$ cat src/rtl/hex_bus_pkg.sv
// Shared types, key indices, status layout and the round-robin pick for hex_bus_arbiter.
// Pure declarations; the pick function is combinational.
package hex_bus_pkg;

    typedef enum logic [1:0] {
        IDLE   = 2'd0,
        HOLD   = 2'd1,
        FROZEN = 2'd2
    } arb_state_e;

    localparam int KEY_FREEZE = 0;
    localparam int KEY_SKIP   = 1;
    localparam int KEY_CLEAR  = 2;

    localparam int STAT_HOLD_BIT   = 0;
    localparam int STAT_FROZEN_BIT = 1;
    localparam int STAT_LAST_LSB   = 8;
    localparam int STAT_CNT_LSB    = 16;

    typedef struct packed {
        logic       found;
        logic [2:0] idx;
    } rr_pick_t;

    // First asserted request searching last+1, last+2, ... modulo num (num <= 8).
    function automatic rr_pick_t rr_pick(input logic [7:0] req, input logic [2:0] last,
                                         input int unsigned num);
        rr_pick_t    r;
        int unsigned cand;
        r = '0;
        for (int unsigned k = 1; k <= 8; k++) begin
            cand = (32'(last) + k) % num;
            if (k <= num && !r.found && req[cand[2:0]]) begin
                r.found = 1'b1;
                r.idx   = cand[2:0];
            end
        end
        return r;
    endfunction

endpackage

$ cat src/rtl/hex_bus_arbiter_if.sv
// Requester-side request/grant bundle for hex_bus_arbiter.
// Requesters hold req until a one-cycle gnt pulse; data sampled only at grant.
interface hex_bus_arbiter_if #(
    parameter int NUM_REQ = 3
);
    logic [NUM_REQ-1:0]    req;
    logic [NUM_REQ*32-1:0] req_data;
    logic [NUM_REQ-1:0]    gnt;

    modport master (output req, output req_data, input gnt);
    modport slave  (input req, input req_data, output gnt);
endinterface

$ cat src/rtl/hex_bus_arbiter_button_debounce.sv
// Active-low key synchronizer + debouncer producing a one-cycle press pulse on release->press.
// Latency: 2 sync flops + DEBOUNCE_CYCLES stable samples; no backpressure.
module button_debounce #(
    parameter int DEBOUNCE_CYCLES = 1_000_000
) (
    input  logic clk,
    input  logic reset,
    input  logic key_n,
    output logic press
);
    localparam int             CW       = $clog2(DEBOUNCE_CYCLES);
    localparam logic [CW-1:0]  CNT_LAST = CW'(DEBOUNCE_CYCLES - 1);

    logic          sync1;
    logic          sync2;
    logic          level;
    logic [CW-1:0] cnt;

    always_ff @(posedge clk) begin
        if (reset) begin
            sync1 <= 1'b1;
            sync2 <= 1'b1;
            level <= 1'b1;
            cnt   <= '0;
            press <= 1'b0;
        end else begin
            sync1 <= key_n;
            sync2 <= sync1;
            press <= 1'b0;
            if (sync2 == level) begin
                cnt <= '0;
            end else if (cnt == CNT_LAST) begin
                // Level flips; a pulse only when leaving the released (high) level.
                level <= sync2;
                cnt   <= '0;
                press <= level;
            end else begin
                cnt <= cnt + CW'(1);
            end
        end
    end
endmodule

$ cat src/rtl/hex_bus_arbiter.sv
// Round-robin owner of the HEX5..HEX0 word with minimum hold, freeze/skip/clear keys and status.
// Grant and hex_bus register one edge after req is sampled; losers simply keep req high.
module hex_bus_arbiter
    import hex_bus_pkg::*;
#(
    parameter int          NUM_REQ         = 3,
    parameter int          HOLD_CYCLES     = 50_000_000,
    parameter int          DEBOUNCE_CYCLES = 1_000_000,
    parameter logic [31:0] BLANK_VALUE     = 32'h0000_0000
) (
    input  logic                clk,
    input  logic                reset,
    hex_bus_arbiter_if.slave    req_if,
    input  logic [2:0]          pushbuttons,
    output logic [31:0]         hex_bus,
    output logic [31:0]         status_readdata
);
    localparam int            HW        = (HOLD_CYCLES > 1) ? $clog2(HOLD_CYCLES) : 1;
    localparam logic [HW-1:0] HOLD_LOAD = HW'(HOLD_CYCLES - 1);

    logic [2:0] press;

    for (genvar k = 0; k < 3; k++) begin : g_key
        button_debounce #(.DEBOUNCE_CYCLES(DEBOUNCE_CYCLES)) u_db (
            .clk   (clk),
            .reset (reset),
            .key_n (pushbuttons[k]),
            .press (press[k])
        );
    end

    arb_state_e         state_q, state_d;
    logic [HW-1:0]      hold_q, hold_d;
    logic [2:0]         last_q, last_d;
    logic [15:0]        gcnt_q, gcnt_d;
    logic [31:0]        hex_d;
    logic [NUM_REQ-1:0] gnt_d;
    logic [31:0]        status_d;
    rr_pick_t           pick;

    assign pick = rr_pick(8'(req_if.req), last_q, NUM_REQ);

    always_comb begin
        state_d = state_q;
        hold_d  = hold_q;
        last_d  = last_q;
        gcnt_d  = gcnt_q;
        hex_d   = hex_bus;
        gnt_d   = '0;

        if (press[KEY_FREEZE]) begin
            // Freeze wins over skip; a simultaneous clear still blanks the bus.
            state_d = (state_q == FROZEN) ? IDLE : FROZEN;
            hold_d  = '0;
            if (press[KEY_CLEAR]) hex_d = BLANK_VALUE;
        end else if (press[KEY_CLEAR]) begin
            hex_d = BLANK_VALUE;
            if (state_q == HOLD) state_d = IDLE;
        end else begin
            unique case (state_q)
                IDLE: begin
                    if (pick.found) begin
                        state_d = HOLD;
                        hold_d  = HOLD_LOAD;
                        last_d  = pick.idx;
                        if (gcnt_q != 16'hFFFF) gcnt_d = gcnt_q + 16'd1;
                        for (int i = 0; i < NUM_REQ; i++) begin
                            gnt_d[i] = (3'(i) == pick.idx);
                            if (3'(i) == pick.idx) hex_d = req_if.req_data[32*i +: 32];
                        end
                    end
                end
                HOLD: begin
                    if (press[KEY_SKIP] || hold_q == '0) state_d = IDLE;
                    else                                  hold_d  = hold_q - HW'(1);
                end
                default: ;
            endcase
        end
    end

    always_comb begin
        status_d                         = '0;
        status_d[STAT_CNT_LSB +: 16]     = gcnt_d;
        status_d[STAT_LAST_LSB +: 8]     = 8'(last_d);
        status_d[STAT_FROZEN_BIT]        = (state_d == FROZEN);
        status_d[STAT_HOLD_BIT]          = (state_d == HOLD);
    end

    always_ff @(posedge clk) begin
        if (reset) begin
            state_q         <= IDLE;
            hold_q          <= '0;
            last_q          <= 3'(NUM_REQ - 1);
            gcnt_q          <= '0;
            hex_bus         <= BLANK_VALUE;
            req_if.gnt      <= '0;
            status_readdata <= '0;
        end else begin
            state_q         <= state_d;
            hold_q          <= hold_d;
            last_q          <= last_d;
            gcnt_q          <= gcnt_d;
            hex_bus         <= hex_d;
            req_if.gnt      <= gnt_d;
            status_readdata <= status_d;
        end
    end
endmodule

$ cat src/flat_wrapper.sv
// flat-port wrapper written by rule: the top's interface ports become plain ports
module hex_bus_arbiter_flat import hex_bus_pkg::*;
#(
    parameter int          NUM_REQ         = 3,
    parameter int          HOLD_CYCLES     = 50_000_000,
    parameter int          DEBOUNCE_CYCLES = 1_000_000,
    parameter logic [31:0] BLANK_VALUE     = 32'h0000_0000
)
  (clk, reset, pushbuttons, hex_bus, status_readdata, req_if_req, req_if_req_data, req_if_gnt);
  hex_bus_arbiter_if #(.NUM_REQ(NUM_REQ)) req_if_i ();
  input  logic clk;
  input  logic reset;
  input  logic [2:0] pushbuttons;
  output logic [31:0] hex_bus;
  output logic [31:0] status_readdata;
  input wire logic [$bits(req_if_i.req)-1:0] req_if_req;
  input wire logic [$bits(req_if_i.req_data)-1:0] req_if_req_data;
  output wire logic [$bits(req_if_i.gnt)-1:0] req_if_gnt;
  assign req_if_i.req = req_if_req;
  assign req_if_i.req_data = req_if_req_data;
  assign req_if_gnt = req_if_i.gnt;
  hex_bus_arbiter #(.NUM_REQ(NUM_REQ), .HOLD_CYCLES(HOLD_CYCLES), .DEBOUNCE_CYCLES(DEBOUNCE_CYCLES), .BLANK_VALUE(BLANK_VALUE)) u_core (.clk(clk), .reset(reset), .req_if(req_if_i), .pushbuttons(pushbuttons), .hex_bus(hex_bus), .status_readdata(status_readdata));
endmodule
$ cat config.mk
export PLATFORM = sky130hd
export DESIGN_NAME = hex_bus_arbiter_flat
export DESIGN_NICKNAME = d
export VERILOG_FILES = /design/src/rtl/hex_bus_pkg.sv /design/src/rtl/hex_bus_arbiter_if.sv /design/src/rtl/hex_bus_arbiter_button_debounce.sv /design/src/rtl/hex_bus_arbiter.sv /design/src/flat_wrapper.sv
export SDC_FILE = /design/constraint.sdc
export NUM_CORES = 1
export LEC_CHECK = 0
export ABC_AREA = 1
export BUFFER_PORTS_ARGS = -buffer_cell sky130_fd_sc_hd__buf_2
export CORE_AREA = 2 2 96 191
export CTS_BUF_LIST = sky130_fd_sc_hd__clkbuf_8
export DETAILED_ROUTE_END_ITERATION = 7
export DIE_AREA = 0 0 98 193
export PLACE_DENSITY = 0.78
export SETUP_SLACK_MARGIN = 0.05
export SYNTH_ARGS = -nofsm -noshare
export SYNTH_HDL_FRONTEND = slang
export SYNTH_SLANG_ARGS = --single-unit
$ cat constraint.sdc
create_clock -name clk -period 3.21 [get_ports clk]
set_input_delay 0.321 -clock clk [delete_from_list [all_inputs] [get_ports clk]]
set_output_delay 0.321 -clock clk [all_outputs]
set_load 0.005 [all_outputs]
* Word-level counts from Yosys, hierarchy flattened
Cells that the tools add are included.
Word-level totals: word-level logic and storage cells 123, bits of input ports 104, register bits after elaboration 186
Operators by class: eq/ne operators 16, reductions and logical operators 25, multiplexer cells 36, bitwise operators 9, $add $sub $neg 8, divide/modulo/power cells 3, $lt $le $gt $ge 3
Operators by type and width (number):
- $mux 32 | 8
- $mod 32x2->32 const B | 3
- $mux 16 | 5
- $add 20x1->20 const B | 3
- $eq 20x20->1 const B | 3
- $mux 26 | 2
- $pmux 26 s2 | 1
- $logic_not 26->1 | 1
- $sub 26x1->26 const B | 1
- $reduce_or 3->1 | 6
- $add 16x1->16 const B | 1
- $ne 16x16->1 const B | 1
- $lt 3x4->1 const B | 3
- $mux 2 | 6
- $mux 3 | 4
- $mux 4 | 3
- $bmux 1 s3 | 3
- $not 1->1 | 9
- $add 3x2->4 const B | 2
- $reduce_and 4->1 | 2
- $reduce_and 2->1 | 3
- $reduce_bool 2->1 | 3
- $reduce_or 5->1 | 1
- $add 3x1->4 const B | 1
- other kinds (16) | 25

* Longest topological paths before layout
Gate-level depths: netlist of run 1.
depth after elaboration 19, mapped depth 28, depth with buffers taken out 27

* By module
Synthesis of run 1 repeated with hierarchy kept, for this count alone.
Unflattened totals: cells, all modules 1433, area total of the unflattened synthesis 9830.7 µm²
Modules (own cells, without submodules):
- hex_bus_arbiter | seq. area each 1701.6 µm², area an instance 6328.6 µm², cells an instance 935, times used 1
- button_debounce | seq. area each 480.5 µm², area an instance 1167.4 µm², cells an instance 166, times used 3

* Worst setup path before layout of run 1
Ideal clock, no wire load.
path kind register to register, start point register u_core.last_q[0], end point register u_core.hex_bus[6], path slack -315 ps, required time 3078 ps, cell stages (with the launch flop) 27, data arrival time 3392 ps, path through dfxtp_1 inv_1 ha_1 inv_1 nand2_1 nand2_2 nor2_2 ha_1 ha_1 a21oi_2 nand2_2 nand2_1 nand2_1 ha_1 inv_1 nand3_2 o21ai_2 nand2_1 nand2_1 nand2_2 inv_2 nand4_1 nand2_2 buf_2 a21oi_1 nand2_1 a21oi_1
Between the ends: word-level cells in the longest chain between the ends 18, elaborated cells on any way between the ends 31
RTL lines:
- start, declared | line hex_bus_arbiter.sv:34 | logic [2:0] last_q, last_d;
- start signal, assigned | line hex_bus_arbiter.sv:94 | last_q <= 3'(NUM_REQ - 1);
- start signal, assigned | line hex_bus_arbiter.sv:102 | last_q <= last_d;
- $add 3x1->4 | line hex_bus_pkg.sv:32 | cand = (32'(last) + k) % num;
- $mod 32x2->32 | line hex_bus_pkg.sv:32
- $bmux 1 s3 | line hex_bus_pkg.sv:33 | if (k <= num && !r.found && req[cand[2:0]]) begin
- $mux 1 (not written as such) | line hex_bus_pkg.sv:33
- $mux 4 | line hex_bus_pkg.sv:33
- $logic_not 1->1 | line hex_bus_pkg.sv:33
- $logic_and 1x1->1 | line hex_bus_pkg.sv:33
- $mux 4 | line hex_bus_pkg.sv:33
- $logic_not 1->1 | line hex_bus_pkg.sv:33
- $logic_and 1x1->1 | line hex_bus_pkg.sv:33
- $mux 4 (*) | line hex_bus_pkg.sv:33
- $eq 1x3->1 | line hex_bus_arbiter.sv:69 | if (3'(i) == pick.idx) hex_d = req_if.req_data[32*i +: 32];
- $mux 32 (2 in a row) | line hex_bus_arbiter.sv:69
- $mux 32 | line hex_bus_arbiter.sv:62 | if (pick.found) begin
- $mux 32 | line hex_bus_arbiter.sv:60 | unique case (state_q)
- $mux 32 | line hex_bus_arbiter.sv:56 | end else if (press[KEY_CLEAR]) begin
- $mux 32 | line hex_bus_arbiter.sv:51 | if (press[KEY_FREEZE]) begin
- end signal, assigned | line hex_bus_arbiter.sv:96 | hex_bus <= BLANK_VALUE;
- end signal, assigned | line hex_bus_arbiter.sv:104 | hex_bus <= hex_d;
- end, declared | line hex_bus_arbiter.sv:15 | output logic [31:0] hex_bus,
Every way passes the cells marked *; elsewhere a longest branch is shown, timed or not. The select of a mux whose other input is x is not followed. A chain may end at the register's enable or synchronous reset.

==> flow_metrics.env, run 1 <==
export IMPL_drt_vias_per_instance=5.61
export IMPL_synth_distinct_cells=45
export IMPL_critPathTopFamily="simple AND/OR/NAND/NOR gates"
export IMPL_fmax_mhz=268
export IMPL_grt_overflow=0
export IMPL_worstPathRequired_ns=3.52
export IMPL_ys_seq_area_share_pct=35.0
export IMPL_clk_path_buf_depth=2
export IMPL_whs_ns=0.0252
export IMPL_netlist_area_leader_share_pct=35.0
export IMPL_synth_edf_count=0
export IMPL_rsz0062_at_grt="true"
export IMPL_critPathSlowestCell="dfxtp_4"
export IMPL_dpl_hpwl_um=17200
export IMPL_cts_root_buf="clkbuf_8"
export IMPL_ys_top_cells_by_area="dfxtp_1 35%, nand2_1 13%, a21oi_1 7.6%, nand3_1 6.9%, inv_1 6.5%"
export IMPL_cts_tree="built"
export IMPL_yosysWarnings=0
export IMPL_crit_path_end_kind="flop"
export IMPL_cp_start_kind="flop"
export IMPL_firstDrtPassIters=6
export IMPL_clock_sinks=157
export IMPL_synth_most_common_cell="nand2_1"
export IMPL_rows=69
export IMPL_skew_ns=0.0147
export IMPL_violations="negative setup slack"
export IMPL_die_height_um=193
export IMPL_post_synth_top_area_cell="dfxtp_1"
export IMPL_layout_setup_ws_ns=-0.517
export IMPL_synth_main_ff_cell="dfxtp_1"
export IMPL_final_layout_size_suffix_gt1_share_pct=34.7
export IMPL_n_fill_cell=1359
export IMPL_syn_avg_cell_area_um2=6.73
export IMPL_synthArstFlopShare_pct=0
export IMPL_status="finished with violations"
export IMPL_vias=10200
export IMPL_die_x_um=98
export IMPL_fin_setup_tns_ns=-34.07
export IMPL_area_growth_pct=39.6
export IMPL_grt_first_pass_wirelength_um=42900
export IMPL_worstHoldPathType="primary input to flop"
export IMPL_place_gp_congestion=0.923
export IMPL_worst_pin_slew_ns=0.872
export IMPL_grt_max_degree=34
export IMPL_clk_latency_ns=0.47
export IMPL_arrival_ns=4.04
export IMPL_final_setup_viol_count=84
export IMPL_ant_nets=0
export IMPL_rrSetupSlack_ns=-0.52
export IMPL_synthTopCellsByCount="307 x nand2_1, 157 x dfxtp_1, 155 x inv_1, 136 x a21oi_1, 131 x nor2_1"
export IMPL_drt_wirelength_per_cell_um=16.0
export IMPL_io_buffer_count=159
export IMPL_htreeDepth=4
export IMPL_hold_viol=0
export IMPL_grt_pass1_vias=9509
export IMPL_route_detailed_drc=0
export IMPL_crit_type="flop to flop"
export IMPL_maxSlewViolCount=0
export IMPL_path_buf_inv=7
export IMPL_layout_nets=1716
export IMPL_min_period_ns=3.73
export IMPL_io_pins=171
export IMPL_die_area_mm2=0.0189
export IMPL_cts_made_buffers=17
export IMPL_pre_cts_slack_ns=-0.595
export IMPL_netlist_area_mm2=0.00897
export IMPL_path_max_fanout=6
export IMPL_wirelength_um=29000
export IMPL_drt_initial_drc_count=811
export IMPL_antenna_found_initial=0
export IMPL_synth_seq_cells=157
export IMPL_netlist_instances=1332
export IMPL_coreArea_mm2=0.0175
export IMPL_fin_crit_sh_pct=116
export IMPL_track_usage_pct=27.2
export IMPL_relSlewSlack_pct=41.8
export IMPL_drv_cap=0
export IMPL_clk_pin_slew_ns=0.10
export IMPL_max_stage_delay_ns=0.40
export IMPL_diodes=0
export IMPL_start_util_pct=51.2
## final cells by class
cell class                      instances  area, µm²  area share (%)
Timing Repair Buffer                  284       2160            17.3
Clock inverter                         14        181            1.45
Clock buffer                           18        248            1.98
Tap cell                              213        267            2.13
Sequential cell                       157       3150            25.2
Inverter                              161        624            4.99
Multi-Input combinational cell        964       5890            47.0
## per-stage QoR
stage / utilization (%) / std cells / cell area (µm²)
floorplan: - / 1342 / 9070
global placement: 59.3 / 1726 / 10400
detailed placement: 59.3 / 1726 / 10400
CTS: 67.0 / 1795 / 11700
global route: 71.4 / 1811 / 12500
finish: 71.4 / 1811 / 12500
## metal layers
metal	GRT usage [%]	vias up	wire [µm]
met5	0	-	0
met4	12.2	0	1120
met3	4.00	97	1810
met2	49.4	482	14800
met1	31.3	4720	11300
li1	-	4853	-
## worst reg2reg max path: cells and delay by family (launching register included)
kind / cells / cell delay [ns]
AOI/OAI and AO/OA: 3 / 0.45
and+or+nand+nor: 11 / 1.19
xor gates and xnor gates: 1 / 0.18
adders and majority gates: 3 / 0.56
DFF: 1 / 0.40
buffers and inverters: 7 / 0.77
## state kept, by name, indices dropped and copies added (netlist names)
| register | flops |
|---|---|
| u_core.gcnt_q | 16 |
| u_core.g_key.u_db.sync1 | 3 |
| u_core.last_q | 2 |
| u_core.hold_q | 26 |
| u_core.g_key.u_db.press | 3 |
| u_core.hex_bus | 32 |
| u_core.g_key.u_db.level | 3 |
| u_core.status_readdata | 4 |
| u_core.g_key.u_db.sync2 | 3 |
| u_core.req_if.gnt | 3 |
| u_core.state_q | 2 |
| u_core.g_key.u_db.cnt | 60 |
## timing repair
item,4_1_cts,5_1_grt
gates cloned,7,6
pin swaps,37,53
hold buffers,0,0
endpoints found under the setup margin,84,84
setup buffers,31,15
resized for setup,135,139
## layout by cell type (no fill, tap or decap), types with 6 or more instances in the layout
master,synthesis,routed
nand2_1,307,259
nor2_4,0,7
nand3_2,5,37
buf_12,0,11
o21ai_0,19,8
a21oi_1,136,90
nand4_1,46,46
nor3b_1,20,20
ha_4,0,12
xor2_1,11,10
a21oi_2,1,43
ha_1,27,13
clkbuf_8,0,18
nand3_1,124,83
or2_2,21,21
dfxtp_1,157,154
o21ai_2,1,9
nor3_1,29,27
nor4_1,14,14
nand3b_1,6,6
nand2_2,8,43
xnor2_1,8,8
buf_6,6,19
nand3_4,1,10
nor2_1,131,123
nand2_4,3,14
conb_1,1,11
inv_2,5,9
buf_2,16,159
inv_1,155,147
o211ai_1,6,6
buf_4,18,81
## worst paths after layout
path,end,from,cells after the start
max,u_core.hold_q[21],u_core.status_readdata[10],25
min,u_core.g_key[2].u_db.sync1,pushbuttons[2],2
max reg2reg,u_core.hold_q[21],u_core.status_readdata[10],25
min reg2reg,u_core.g_key[1].u_db.sync2,u_core.g_key[1].u_db.sync1,1
## kinds of logic after synthesis
family	after synthesis	synth area share [%]
AO/OA/AOI/OAI	180	10.9
XOR/XNOR	19	1.86
adder cells (fa/ha/maj)	27	3.77
buffers and inverters	222	10.8
flip-flops	157	35.0
other	1	0.0418
AND/OR/NAND/NOR	726	37.6
Power of run 1 is not shown: default switching activity piles up to over one toggle a cycle in this logic, so the estimate is an artifact.
==> run 2: changes to the inputs <==
CORE_AREA = 2 2 94 186   (was 2 2 96 191)
DIE_AREA = 0 0 96 188   (was 0 0 98 193)
clock period = 3.7 ns   (was 3.21 ns; I/O delays follow)
==> flow_metrics.env, run 2 (synthesized netlist as in run 1, its figures left out) <==
export IMPL_status="finished with violations"
export IMPL_violations="negative setup slack"
export IMPL_vdd_drop_max_v=0.00103
export IMPL_clk_pin_slew_ns=0.08
export IMPL_largest_reg_flops=60
export IMPL_grt_max_degree=36
export IMPL_path_max_fanout=6
export IMPL_final_cell_mix="295 x nand2_1, 159 x buf_2, 154 x dfxtp_1"
export IMPL_dpl_hpwl_um=17800
export IMPL_die_area_mm2=0.0180
export IMPL_die_x_um=96
export IMPL_grt_overflow=0
export IMPL_place_inst=1677
export IMPL_coreArea_mm2=0.0167
export IMPL_clk_path_buf_depth=2
export IMPL_antenna_found_initial=0
export IMPL_drt_wirelength_per_cell_um=15.1
export IMPL_fin_crit_sh_pct=100
export IMPL_skew_ns=0.0162
export IMPL_arrival_ns=4.09
export IMPL_power_mw=12.5
export IMPL_cts_root_buf="clkbuf_8"
export IMPL_drt_initial_drc_count=454
export IMPL_top_register="u_core.g_key.u_db.cnt"
export IMPL_wirelength_um=26000
export IMPL_maxSlewViolCount=0
export IMPL_mostFrequentLayoutCell="nand2_1"
export IMPL_cp_start_kind="flop"
export IMPL_max_stage_delay_ns=0.39
export IMPL_reg2reg_depth=28
export IMPL_io_buffer_count=159
export IMPL_crit_path_end_kind="flop"
export IMPL_worst_pin_slew_ns=0.823
export IMPL_die_height_um=188
export IMPL_worstPathRequired_ns=4.09
export IMPL_pre_cts_slack_ns=-0.0353
export IMPL_rows=67
export IMPL_firstDrtPassIters=5
export IMPL_vias=9397
export IMPL_route_detailed_drc=0
export IMPL_worstHoldPathType="primary input to flop"
export IMPL_powerDensity_mw_per_mm2=1160
export IMPL_min_period_ns=3.70
export IMPL_area_growth_pct=20.9
export IMPL_placed_area_mm2=0.0100
export IMPL_ant_nets=0
export IMPL_crit_type="flop to flop"
export IMPL_whs_ns=0.0866
export IMPL_start_util_pct=53.8
export IMPL_layout_nets=1633
export IMPL_diodes=0
export IMPL_hold_path_depth=2
export IMPL_htreeDepth=4
export IMPL_p_sw_share_pct=51.1
export IMPL_grt_first_pass_wirelength_um=39500
export IMPL_final_layout_size_suffix_gt1_share_pct=21.8
export IMPL_place_gp_congestion=0.940
export IMPL_p_int_mw=6.14
export IMPL_track_usage_pct=27.3
export IMPL_io_pins=171
export IMPL_hold_viol=0
export IMPL_power_share_sequential_pct=17.3
export IMPL_power_switching_mw=6.41
export IMPL_cts_made_buffers=17
export IMPL_clock_sinks=157
export IMPL_final_setup_viol_count=1
export IMPL_top_regs="u_core.g_key.u_db.cnt (60), u_core.hex_bus (32), u_core.hold_q (26)"
export IMPL_p_clk_share_pct=9.6
export IMPL_fin_util_pct=65.0
export IMPL_fmax_mhz=270
export IMPL_relSlewSlack_pct=45.1
export IMPL_clk_latency_ns=0.47
export IMPL_fin_area_mm2=0.0108
export IMPL_fin_setup_tns_ns=-0.00120
export IMPL_stdcell_count=1721
export IMPL_cts_tree="built"
export IMPL_leakagePower_nw=4.87
export IMPL_crit_top_cell="nand2_1"
export IMPL_layout_setup_ws_ns=-0.00120
export IMPL_critPathSlowestCell="dfxtp_4"
export IMPL_drt_vias_per_instance=5.46
export IMPL_grt_pass1_vias=8776
export IMPL_drv_cap=0
export IMPL_combPwrFrac_pct=73.2
## run 2: what timing repair did
item,in CTS,in global routing
hold buffers,0,0
resized for setup,7,66
pin swaps,0,21
endpoints found under the setup margin,37,84
cloned,0,5
buffers inserted,0,8
## run 2: power by group through the flow
stage | logic (mW) | registers, mW | clock network, mW
3_5_place_dp | 7.57 | 2.19 | 0
6_report | 9.18 | 2.17 | 1.20
3_3_place_gp | 7.45 | 2.18 | 0
4_1_cts | 7.64 | 2.15 | 1.21
2_1_floorplan | 5.52 | 2.17 | 0
5_1_grt | 9.95 | 2.19 | 1.28
## run 2: final timing paths
path / endpoint / slack [ns] / startpoint
hold reg to reg: u_core.g_key[1].u_db.sync2 / 0.41 / u_core.g_key[1].u_db.sync1
setup / recovery: u_core.hex_bus[15] / -0.001 / u_core.status_readdata[10]
setup reg to reg: u_core.hex_bus[15] / -0.001 / u_core.status_readdata[10]
hold / removal: u_core.g_key[1].u_db.sync1 / 0.09 / pushbuttons[1]
## run 2: final cells by class
type | count | area, µm²
clock buffer | 19 | 262
timing repair buffer | 202 | 1330
sequential | 157 | 3150
multi-input combinational | 963 | 5140
inverter | 161 | 604
clock inverter | 12 | 100
fill | 1493 | 5840
tap | 207 | 259
## run 2: worst max-delay path, delay by kind of cell, from the launching register on
| family | cells | cell delay, ns |
|---|---|---|
| AOI/OAI and AO/OA | 2 | 0.33 |
| buffers and inverters | 3 | 0.29 |
| xor gates and xnor gates | 1 | 0.18 |
| DFF | 1 | 0.39 |
| and+or+nand+nor | 19 | 1.88 |
| adders and majority gates | 3 | 0.55 |
## run 2: layer usage
layer | global-route usage [%] | vias up | routed length (µm)
met5 | 0 | - | 0
met4 | 10.8 | 0 | 987
met3 | 4.62 | 81 | 1480
met2 | 50.5 | 331 | 14100
met1 | 29.6 | 4314 | 9480
li1 | - | 4671 | -
(Power assumes the default switching activity.)
